--- config.mk ---
export PLATFORM = sky130hd
export DESIGN_NAME = imem_loader
export DESIGN_NICKNAME = d
export VERILOG_FILES = /design/src/rtl/imem_loader_pkg.sv /design/src/rtl/imem_word_packer.sv /design/src/rtl/imem_loader.sv
export SDC_FILE = /design/constraint.sdc
export NUM_CORES = 1
export LEC_CHECK = 0
export CAP_MARGIN = 30
export CELL_PAD_IN_SITES_DETAIL_PLACEMENT = 1
export CELL_PAD_IN_SITES_GLOBAL_PLACEMENT = 2
export CORE_UTILIZATION = 37
export CTS_CLUSTER_SIZE = 24
export DETAILED_ROUTE_END_ITERATION = 12
export PLACE_DENSITY_LB_ADDON = 0.12
export SYNTH_ARGS = -nofsm -noshare
export SYNTH_HDL_FRONTEND = slang
export SYNTH_SLANG_ARGS = --single-unit
export TNS_END_PERCENT = 10
--- constraint.sdc ---
create_clock -name clk -period 7.05 [get_ports clk]
set_clock_uncertainty 0.1 [all_clocks]
set_input_delay 1.41 -clock clk [delete_from_list [all_inputs] [get_ports clk]]
set_output_delay 1.41 -clock clk [all_outputs]
set_load 0.01 [all_outputs]
--- src/rtl/imem_loader_pkg.sv ---
// Shared types and constants for the boot-time instruction-memory loader.
// Imported by the loader FSM and its word packer.
package imem_loader_pkg;

   typedef enum logic [2:0] {
      IDLE,
      LEN0,
      LEN1,
      DATA,
      CHK,
      DONE,
      ERR
   } state_t;

   localparam logic [7:0] MAGIC_DEFAULT  = 8'hA5;
   localparam int         LEN_WIDTH      = 16;
   localparam int         BYTES_PER_WORD = 4;

endpackage

--- src/rtl/imem_word_packer.sv ---
// Packs a little-endian byte stream into 32-bit words.
// Emits a registered one-cycle word_valid pulse together with the finished word.
module imem_word_packer
   import imem_loader_pkg::*;
(
   input  logic        clk,
   input  logic        reset,
   input  logic        clear,
   input  logic        byte_valid,
   input  logic [7:0]  byte_data,
   output logic        word_last,
   output logic        word_valid,
   output logic [31:0] word_data
);

   localparam int LANES_HELD = BYTES_PER_WORD - 1;

   logic [1:0]  byte_idx_reg;
   logic [7:0]  lane_reg [LANES_HELD];
   logic [31:0] word_cat;
   logic        word_valid_reg;
   logic [31:0] word_data_reg;

   assign word_last = (byte_idx_reg == 2'(LANES_HELD));

   // The top lane comes straight from the incoming byte so the word is
   // complete on the same edge that accepts its last byte.
   assign word_cat[31:24] = byte_data;

   genvar gi;
   generate
      for (gi = 0; gi < LANES_HELD; gi++) begin : g_lane
         assign word_cat[8*gi +: 8] = lane_reg[gi];

         always_ff @(posedge clk) begin
            if (reset) begin
               lane_reg[gi] <= '0;
            end else if (byte_valid && byte_idx_reg == 2'(gi)) begin
               lane_reg[gi] <= byte_data;
            end
         end
      end
   endgenerate

   always_ff @(posedge clk) begin
      if (reset) begin
         byte_idx_reg   <= '0;
         word_valid_reg <= 1'b0;
         word_data_reg  <= '0;
      end else begin
         word_valid_reg <= byte_valid && word_last;
         if (clear) begin
            byte_idx_reg <= '0;
         end else if (byte_valid) begin
            byte_idx_reg <= word_last ? 2'd0 : byte_idx_reg + 2'd1;
            if (word_last) begin
               word_data_reg <= word_cat;
            end
         end
      end
   end

   assign word_valid = word_valid_reg;
   assign word_data  = word_data_reg;

endmodule

--- src/rtl/imem_loader.sv ---
// Boot loader: parses a MAGIC/length/payload/checksum frame and writes the
// payload words to instruction memory, releasing the core only on success.
module imem_loader
   import imem_loader_pkg::*;
#(
   parameter int         ADDR_WIDTH = 10,
   parameter logic [7:0] MAGIC      = MAGIC_DEFAULT
) (
   input  logic                  clk,
   input  logic                  reset,
   input  logic                  in_valid,
   input  logic [7:0]            in_data,
   output logic                  in_ready,
   output logic                  imem_we,
   output logic [ADDR_WIDTH-1:0] imem_addr,
   output logic [31:0]           imem_wdata,
   output logic                  core_reset,
   output logic                  done,
   output logic                  error
);

   // One extra bit so a full 2**16-word frame still compares cleanly.
   localparam int                   CNT_WIDTH = LEN_WIDTH + 1;
   localparam logic [CNT_WIDTH-1:0] MAX_WORDS = CNT_WIDTH'(1) << ADDR_WIDTH;

   state_t                state_reg, state_next;
   logic [LEN_WIDTH-1:0]  len_reg, len_next;
   logic [CNT_WIDTH-1:0]  word_idx_reg, word_idx_next;
   logic [7:0]            chk_reg, chk_next;
   logic [ADDR_WIDTH-1:0] addr_reg;

   logic                  transfer;
   logic                  pack_valid;
   logic                  pack_clear;
   logic                  word_last;
   logic                  word_valid;
   logic [31:0]           word_data;
   logic [CNT_WIDTH-1:0]  n_words;
   logic [CNT_WIDTH-1:0]  word_idx_inc;

   assign in_ready     = !reset && (state_reg != DONE);
   assign transfer     = in_valid && in_ready;
   assign n_words      = {1'b0, in_data, len_reg[7:0]};
   assign word_idx_inc = word_idx_reg + CNT_WIDTH'(1);

   imem_word_packer u_packer (
      .clk        (clk),
      .reset      (reset),
      .clear      (pack_clear),
      .byte_valid (pack_valid),
      .byte_data  (in_data),
      .word_last  (word_last),
      .word_valid (word_valid),
      .word_data  (word_data)
   );

   always_comb begin
      state_next    = state_reg;
      len_next      = len_reg;
      word_idx_next = word_idx_reg;
      chk_next      = chk_reg;
      pack_valid    = 1'b0;
      pack_clear    = 1'b0;
      case (state_reg)
         IDLE: begin
            if (transfer && in_data == MAGIC) state_next = LEN0;
         end
         LEN0: begin
            if (transfer) begin
               len_next[7:0] = in_data;
               state_next    = LEN1;
            end
         end
         LEN1: begin
            if (transfer) begin
               len_next[15:8] = in_data;
               word_idx_next  = '0;
               chk_next       = '0;
               pack_clear     = 1'b1;
               if (n_words == '0)            state_next = CHK;
               else if (n_words > MAX_WORDS) state_next = ERR;
               else                          state_next = DATA;
            end
         end
         DATA: begin
            if (transfer) begin
               pack_valid = 1'b1;
               chk_next   = chk_reg ^ in_data;
               if (word_last) begin
                  word_idx_next = word_idx_inc;
                  if (word_idx_inc == {1'b0, len_reg}) state_next = CHK;
               end
            end
         end
         CHK: begin
            if (transfer) state_next = (in_data == chk_reg) ? DONE : ERR;
         end
         DONE: begin
            state_next = DONE;
         end
         ERR: begin
            if (transfer && in_data == MAGIC) state_next = LEN0;
         end
         default: state_next = IDLE;
      endcase
   end

   always_ff @(posedge clk) begin
      if (reset) begin
         state_reg    <= IDLE;
         len_reg      <= '0;
         word_idx_reg <= '0;
         chk_reg      <= '0;
         addr_reg     <= '0;
      end else begin
         state_reg    <= state_next;
         len_reg      <= len_next;
         word_idx_reg <= word_idx_next;
         chk_reg      <= chk_next;
         // Address is captured alongside the packer's word so both land together.
         if (pack_valid && word_last) addr_reg <= word_idx_reg[ADDR_WIDTH-1:0];
      end
   end

   assign imem_we    = word_valid;
   assign imem_addr  = addr_reg;
   assign imem_wdata = word_data;
   assign done       = (state_reg == DONE);
   assign error      = (state_reg == ERR);
   assign core_reset = (state_reg != DONE);

endmodule

==> results of run 1 <==
==> worst paths after layout <==
kind | start | end | depth (start not counted)
max | reset | in_ready | 3
min | imem_wdata[9] | imem_wdata[9] | 2
max reg2reg | word_idx_reg[0] | state_reg[0] | 7
min reg2reg | imem_wdata[9] | imem_wdata[9] | 2
==> per-stage QoR <==
| step | power (uW) | cell area [um^2] | instances |
|---|---|---|---|
| 4_1_cts | 1550 | 6390 | 832 |
| 3_5_place_dp | 716 | 5820 | 800 |
| 3_3_place_gp | 715 | 5820 | 800 |
| 5_1_grt | 1590 | 6390 | 832 |
| 2_1_floorplan | 699 | 5180 | 611 |
| 6_report | 1540 | 6390 | 832 |
==> layout by cell type, fill, tap and decap left out, drive strengths merged, types with 10 or more instances in the layout <==
cell type / count
nand2: 122
dfxtp: 89
a21oi: 75
clkdlybuf4s50: 56
nor2: 42
and3: 26
o21ai: 25
edfxtp: 24
clkbuf: 20
xnor2: 17
xor2: 15
nand3b: 14
nand3: 13
inv: 11
mux2i: 11
nor4: 10
==> per-layer routing <==
layer	share of wire (%)	routed length, um	track usage, %
met1	49	7050	28.8
met2	47	6750	33.7
met3	3.8	551	4.81
met4	1.1	157	8.41
met5	0	0	0
==> layout make-up <==
cell class	instances	area, um^2	area share, %
clock inverters	12	116	1.82
flip-flops and latches	113	2500	39.1
inverters	11	41.3	0.646
well taps	176	220	3.44
clock buffers	20	457	7.14
repair buffers	62	603	9.43
multi-input cells	438	2450	38.4
==> synth_stat cells (2+ instances only) <==
cell,instances
a21oi_1,75
buf_2,7
nor3b_1,4
o211ai_1,2
a311oi_1,4
o21ai_1,3
or3_1,4
o221ai_1,2
nand4_1,6
o21ai_0,22
nor4_1,10
inv_1,11
nand2_1,122
nor3_1,7
edfxtp_1,24
mux2i_1,11
xnor2_1,17
and3_1,26
xor2_1,15
a22oi_1,3
or4_1,2
ha_1,5
nand3_1,13
nor2_1,42
clkbuf_1,42
nand3b_1,14
dfxtp_1,89
nor2b_1,4
==> where the power goes <==
part | total [uW] | switching [uW] | internal [uW]
Clock | 834 | 302 | 532
Combinational | 35.1 | 26.0 | 9.16
Sequential | 666 | 1.55 | 665
==> logic make-up (layout without fill, tap and decap cells) <==
logic type / Yosys count / after routing
buffers and inverters: 60 / 105
DFF: 113 / 113
AOI/OAI and AO/OA: 126 / 126
and+or+nand+nor: 264 / 264
adders and majority gates: 5 / 5
xor gates and xnor gates: 32 / 32
muxes: 11 / 11
==> critical path, stage by stage <==
cell             delay, ns
buf_2                 0.52
nor2_1                0.11
clkdlybuf4s50_1       0.50
==> metrics.txt, run 1 <==
initial core utilization 38.5%; post-layout util 47.5%; Post-Syn Area per Cell 8.48 um^2; core area about 13000 um^2; critical path peak fanout 34; EDFF count, synth 24; XOR/XNOR Fraction of Synth Area 5.41%; post-synthesis mux area share approximately 2.1%; Worst Max-Slew Pin Slew around 0.87 ns; final max-slew violation count 0; Vias 4437; unrepaired setup endpoints after global routing false; H-tree Lvls 4; Die Y between 100 and 150 um; total grt overflow 0; FF+latch count, synth around 110; Mapped Area between 5000 and 6000 um^2; Layout fillers approximately 1.6k; simple-gate share of the synthesized area ~25%; dominant cell type by area after synthesis dfxtp_1; DRC 0; peak supply drop 0.143 mV; # setup viols final 0; number of global-route vias before repair 4457; Fin Setup TNS 0 ns; required time of the critical path approximately 5.5 ns; drt first pass iters 4; Synthesis Warnings 0; Synth top area share 34.4%; Main synth FF type dfxtp_1; Routed WL between 10000 and 15000 um; FP Rows 42; CTS root buf clkbuf_16; Synth Area in Compound Gates approximately 14%; chip width 120 um; adder-cell share of the synthesized area under 10%; fmax 0.247 GHz; RD Place Congestion roughly 0.8; Static Leakage about 0.0023 uW; Hold WC Path Type flop to flop; status completed; Detail Placement HPWL approximately 9500 um; first-iteration detailed-routing DRC count ~280; CP Launch Type input port; Worst-Skew Late Latency approximately 0.42 ns; clk sinks roughly 110; clock transition at the registers of the reported paths around 0.050 ns; WS Path Type input port to primary output; fraction of layout cells with a size suffix above 1 5.95%; Worst Path Arrival around 2.6 ns; Tmin final 4.06 ns; Bufs on Longest Clock Path 2; Hold Fails Final Rpt 0; area growth from synthesis to layout 23.3%; setup bufs post-CTS 0; Async SR Flop Fraction 0%; hold buffers post-CTS 0; Synth area leaders dfxtp_1 34%, edfxtp_1 14%, nand2_1 8.8%; CP endpoint kind primary output; Power Dens Cells around 240 nW/um^2; Antenna Nets Post-Route 0; largest net degree at the start of global routing 60; CTS tree yes; Syn Inst Count 611; drt via density about 5.3; number of CTS-inserted buffers 17; IO Pins 58; largest family of logic cells by synthesized area simple AND/OR/NAND/NOR gates; Seq/Total Area, Yosys 48.3%; smallest hold slack around 0.35 ns; worst setup margin 2.99 ns; first-pass GRT wire length approximately 24000 um; number of library cell types mapped by synthesis 53; fin crit share 57.5%; diode count 0; # port buffers 57; Final #Nets 659; FF-to-FF setup slack approximately 3.9 ns; Max-Cap Viols 0; Total GRT Usage 21.5%; pre-CTS setup slack 2.74 ns; initial antenna violation count 0; Net Count, Synth 627; routed len/inst between 15 and 20 um; Max-slew headroom 41.8%; # resized after CTS 0; Die Area ~14000 um^2
(Power assumes the default switching activity.)
==> inputs of run 2 (changes only) <==
Settings changed: CORE_UTILIZATION 37 to 31.
Clock period 7.05 ns to 3.25 ns, I/O delays scaled along.
==> run 2 against run 1 <==
Clock-buffer cell count is the same. Design area grew 4.0%. Critical path depth grew 5. Sequential share of layout area shrank 1.5 points. Global-route usage shrank 2.8 points. Sequential power grew 120%. Clock power grew 120%. Utilization shrank 6.3 points. Combinational power grew to 2.6 times the previous value. Worst hold slack gained 0.0013 ns. Critical path type is now flop to flop.
==> metrics.txt, run 2 (synthesis results as in run 1) <==
fraction of layout cells with a size suffix above 1 9.00% (was 5.95%); initial antenna violation count 0 (unchanged); # resized after CTS 0 (unchanged); unrepaired setup endpoints after global routing false (unchanged); fin crit share between 80% and 90%; Power Dens Cells 509 nW/um^2 (was 240 nW/um^2); Worst R2R Start word_idx_reg[0] (unchanged); IO Pins 58 (unchanged); Max-slew headroom 50.1% (was 41.8%); Worst Max-Slew Pin Slew 0.749 ns (was 0.872 ns); critical path peak fanout 10 (was 34); Vias 4549 (was 4437); Largest stage delay, worst path 0.47 ns (was 0.52 ns); drt first pass iters 4 (unchanged); Die Area 17200 um^2 (was 14500 um^2); H-tree Lvls 4 (unchanged); critical path depth in cells 8 (was 3); chip width 131 um (was 120 um); hold buffers post-CTS 0 (unchanged); CP Launch Type flop (was input port); Total GRT Usage 18.8% (was 21.5%); number of global-route vias before repair 4724 (was 4457); DRC 0 (unchanged); WS Path Type flop to flop (was input port to primary output); Top delay family on crit path simple AND/OR/NAND/NOR gates (was buffers and inverters); diode count 0 (unchanged); Hold Fails Final Rpt 0 (unchanged); FP Rows 46 (was 42); largest net degree at the start of global routing 69 (was 60); core area 16100 um^2 (was 13500 um^2); routed len/inst 17.2 um (was 17.4 um); RD Place Congestion 0.814 (was 0.818); first-iteration detailed-routing DRC count 218 (was 278); number of CTS-inserted buffers 17 (unchanged); Fin Setup TNS 0 ns (unchanged); critical path cell sequence ha_1, nand3_1, or2_1, o41ai_2, nand3_1, nor4_1, buf_4, o31ai_1 (was buf_2, nor2_1, clkdlybuf4s50_1); Die Y 131 um (was 120 um); required time of the critical path 3.40 ns (was 5.54 ns); Detail Placement HPWL 10500 um (was 9460 um); initial core utilization 32.2% (was 38.5%); commonest non-fill, non-tap cell in the layout nand2_1 (unchanged); most frequent cells in the layout 122 x nand2_1, 89 x dfxtp_1, 75 x a21oi_1, 56 x clkdlybuf4s50_1, 42 x nor2_1 (unchanged); Tmin final between 2 and 3 ns; smallest hold slack 0.353 ns (was 0.352 ns); Hold WC Path Type flop to flop (unchanged); post-layout util 41.3% (was 47.5%); Final #Nets 681 (was 659); CP max stage cell dfxtp_1 (was buf_2); Static Leakage 0.00240 uW (was 0.00228 uW); Max-Cap Viols 0 (unchanged); most used cell, CP nand3_1; CP endpoint kind flop (was primary output); Worst-Skew Late Latency 0.42 ns (about the same); FF-to-FF path depth 8 (was 7); CP bufs+invs 1 (was 2); Critical Path Start word_idx_reg[0] (was reset); peak supply drop 0.349 mV (was 0.143 mV); Routed WL 15400 um (was 14500 um); first-pass GRT wire length 25200 um (was 23700 um); Worst Path Arrival 3.04 ns (was 2.55 ns); status completed (unchanged); CTS tree yes (unchanged); fmax 0.346 GHz; # port buffers 57 (unchanged); area growth from synthesis to layout 28.3% (was 23.3%); drt via density 5.09 (was 5.33); total grt overflow 0 (unchanged); WHS Path Cells 2 (unchanged); setup bufs post-CTS 0 (unchanged); Bufs on Longest Clock Path 2 (unchanged); final max-slew violation count 0 (unchanged); clock transition at the registers of the reported paths 0.05 ns (about the same); clk sinks 113 (unchanged); Antenna Nets Post-Route 0 (unchanged); FF-to-FF setup slack 0.36 ns (was 3.86 ns); Crit Reg-Reg Endpoint state_reg[0] (unchanged); # setup viols final 0 (unchanged); CTS root buf clkbuf_16 (unchanged); CP Capture Point state_reg[0] (was in_ready)
==> run 2: changes by cell type in the layout (fill, tap and decap cells not counted) <==
cell       delta
clkbuf_8      -2
buf_4        +20
clkinv_4      +3
clkinv_1      -1
clkbuf_16     +1
buf_12        +2
clkbuf_1      +1
clkinv_2      -3
inv_6         +1
==> run 2: per-stage QoR <==
step	total power [uW]	area [um^2]	instances	setup WS, ns
6_report	3380	6650	894	0.362
5_1_grt	3490	6650	894	0.131
4_1_cts	3430	6650	894	0.339
3_5_place_dp	1570	6060	862	0.354
3_3_place_gp	1570	6060	862	0.471
2_1_floorplan	1520	5180	611	0.789
==> run 2: worst min-delay path, stage by stage (launching register included) <==
cell	delay (ns)
dfxtp_1	0.30
nand2_1	0.05
a21oi_1	0.05
==> run 2: report_power, final <==
group / internal [uW] / switching [uW]
clock network: 1170 / 675
logic: 28.6 / 62.2
registers: 1440 / 3.39
total: 2640 / 740
==> run 2: metal layers <==
layer | vias to the layer above | wire (um) | track usage (%)
met1 | 2235 | 7470 | 24.9
met5 | - | 0 | 0
met3 | 18 | 453 | 3.32
met2 | 68 | 7220 | 30.6
li1 | 2228 | - | -
met4 | 0 | 212 | 6.65
==> run 2: layout make-up <==
type / instances / area, um^2
Timing Repair Buffer: 84 / 793
Tap cell: 216 / 270
Clock buffer: 20 / 458
Sequential cell: 113 / 2500
Fill cell: 1879 / 9470
Multi-Input combinational cell: 438 / 2450
Clock inverter: 12 / 133
Inverter: 11 / 41.3
==> run 2: worst min path at each step <==
stage | startpoint | end | slack (ns)
2_1_floorplan | len_reg[11] | len_reg[11] | 0.35
3_3_place_gp | imem_wdata[13] | imem_wdata[13] | 0.34
3_5_place_dp | imem_wdata[14] | imem_wdata[14] | 0.35
4_1_cts | imem_wdata[14] | imem_wdata[14] | 0.36
5_1_grt | imem_wdata[16] | imem_wdata[16] | 0.38
6_report | imem_wdata[11] | imem_wdata[11] | 0.35
==> inputs of run 3 (changes only) <==
Settings changed: CORE_UTILIZATION 31 to 34.
Clock period 3.25 ns to 3 ns, I/O delays scaled along.
==> run 3 against run 2 <==
The run now ends with DRC left. Utilization is 4.0 points higher. Register-to-register slack worse by 0.10 ns. Flip-flop and latch count stayed put.
==> metrics.txt, run 3 (synthesis results as in run 1) <==
status finished, violations left (was completed); violated checks DRC; Clk network pwr share 55.7% (was 54.6%); Comb power frac 2.5% (was 2.7%); RD Place Congestion 0.829 (was 0.814); Die Y 125 um (was 131 um); Worst Max-Slew Pin Slew 0.665 ns (was 0.749 ns); unrepaired setup endpoints after global routing false (unchanged); share of power burned in registers 41.8% (was 42.7%); Antenna Nets Post-Route 0 (unchanged); chip width 125 um (was 131 um); CTS root buf clkbuf_16 (unchanged); Vias 4538 (was 4549); first-iteration detailed-routing DRC count 245 (was 218); commonest non-fill, non-tap cell in the layout nand2_1 (unchanged); Fin Setup TNS 0 ns (unchanged); hold buffers post-CTS 0 (unchanged); Switch Pwr 808 uW (was 740 uW); fmax about 0.36 GHz; Final #Nets 685 (was 681); core area 14700 um^2 (was 16100 um^2); internal power 2940 uW (was 2640 uW); Power Dens Cells 564 nW/um^2 (was 509 nW/um^2); Hold WC Path Type flop to flop (unchanged); IO Pins 58 (unchanged); first-pass GRT wire length 24800 um (was 25200 um); Static Leakage 0.00242 uW (was 0.00240 uW); most frequent cells in the layout 122 x nand2_1, 89 x dfxtp_1, 75 x a21oi_1, 56 x clkdlybuf4s50_1, 42 x nor2_1 (unchanged); Total Power 3750 uW (was 3380 uW); fraction of layout cells with a size suffix above 1 9.82% (was 9.00%); # port buffers 57 (unchanged); Max-Cap Viols 0 (unchanged); number of CTS-inserted buffers 17 (unchanged); Layout fillers 1699 (was 1879); WS Path Type flop to primary output (was flop to flop); diode count 0 (unchanged); Detail Placement HPWL 10500 um (about the same); setup bufs post-CTS 0 (unchanged); register area 2500 um^2 (unchanged); Max-slew headroom 55.6% (was 50.1%); initial core utilization 35.3% (was 32.2%); Tmin final roughly 2.7 ns; area occupied by multi-input gates 2450 um^2 (unchanged); Worst Path Arrival 2.05 ns (was 3.04 ns); CP endpoint kind primary output (was flop); # resized after CTS 0 (unchanged); sw frac 21.6% (was 21.9%); final max-slew violation count 0 (unchanged); clock transition at the registers of the reported paths 0.06 ns (was 0.05 ns); peak supply drop 0.354 mV (was 0.349 mV); Total GRT Usage 20.3% (was 18.8%); H-tree Lvls 4 (unchanged); number of global-route vias before repair 4542 (was 4724); drt first pass iters 8 (was 4); required time of the critical path 2.30 ns (was 3.40 ns); clk sinks 113 (unchanged); # setup viols final 0 (unchanged); routed len/inst 17.4 um (was 17.2 um); Bufs on Longest Clock Path 2 (unchanged); Die Area 15700 um^2 (was 17200 um^2); Routed WL 15100 um (was 15400 um); DRC 10 (was 0); CP Launch Type flop (unchanged); drt via density 5.24 (was 5.09); Hold Fails Final Rpt 0 (unchanged); Worst-Skew Late Latency 0.41 ns (was 0.42 ns); CTS tree yes (unchanged); total grt overflow 0 (unchanged); initial antenna violation count 0 (unchanged); largest net degree at the start of global routing 63 (was 69); smallest hold slack 0.358 ns (was 0.353 ns); FP Rows 44 (was 46); fin crit share roughly nine tenths; area growth from synthesis to layout 28.3% (unchanged); critical path peak fanout 12 (was 10)
## run 3: cell count changes in the layout (fill, tap and decap cells not counted), sizes merged
cell      previous run  this run
buf                 28        32
bufinv               2         3
clkbuf              20        19
clkinvlp             2         4
clkinv               7         5
## run 3: metal layers
layer / wire [um] / vias to the layer above / track usage (%) / part of all wire (%)
met5: 0 / - / 0 / 0
met2: 6770 / 63 / 31.5 / 45
li1: - / 2234 / - / -
met1: 7830 / 2234 / 28.2 / 52
met3: 391 / 7 / 3.38 / 2.6
met4: 113 / 0 / 7.68 / 0.75
## run 3: worst max-delay path: stages (launching register included)
cell and delay, ns:
dfxtp_1 0.54, nor2b_1 0.32, nand2_1 0.13, inv_1 0.11, clkdlybuf4s50_1 0.54
## run 3: cell type report
type	instances	area share [%]
repair buffers	88	12.2
inverters	11	0.621
flip-flops and latches	113	37.6
clock inverters	13	2.41
multi-input cells	438	36.9
well taps	184	3.46
clock buffers	19	6.81
## run 3: final timing paths
path	from	endpoint	slack, ns	cells after the start
setup / recovery	state_reg[2]	done	0.25	4
hold reg to reg	imem_wdata[14]	imem_wdata[14]	0.36	2
hold / removal	imem_wdata[14]	imem_wdata[14]	0.36	2
setup reg to reg	word_idx_reg[1]	state_reg[2]	0.26	8
## run 3: per-stage QoR
step,util [%],std cells,area [um^2],setup WS (ns)
6_report,45.2,866,6650,0.252
5_1_grt,45.2,866,6650,0.0866
4_1_cts,45.2,866,6650,0.223
3_5_place_dp,41.1,834,6040,0.284
3_3_place_gp,41.1,834,6040,0.338
2_1_floorplan,-,611,5180,0.589
## run 3: power by group through the flow
| stage | Clock [uW] | Combinational (uW) | Sequential (uW) |
|---|---|---|---|
| after CTS | 2120 | 96.6 | 1570 |
| final | 2090 | 95.1 | 1570 |
| after floorplan | 0 | 47.5 | 1600 |
| after global placement | 0 | 94.5 | 1600 |
| after detailed placement | 0 | 95.8 | 1600 |
| after global routing | 2190 | 103 | 1570 |
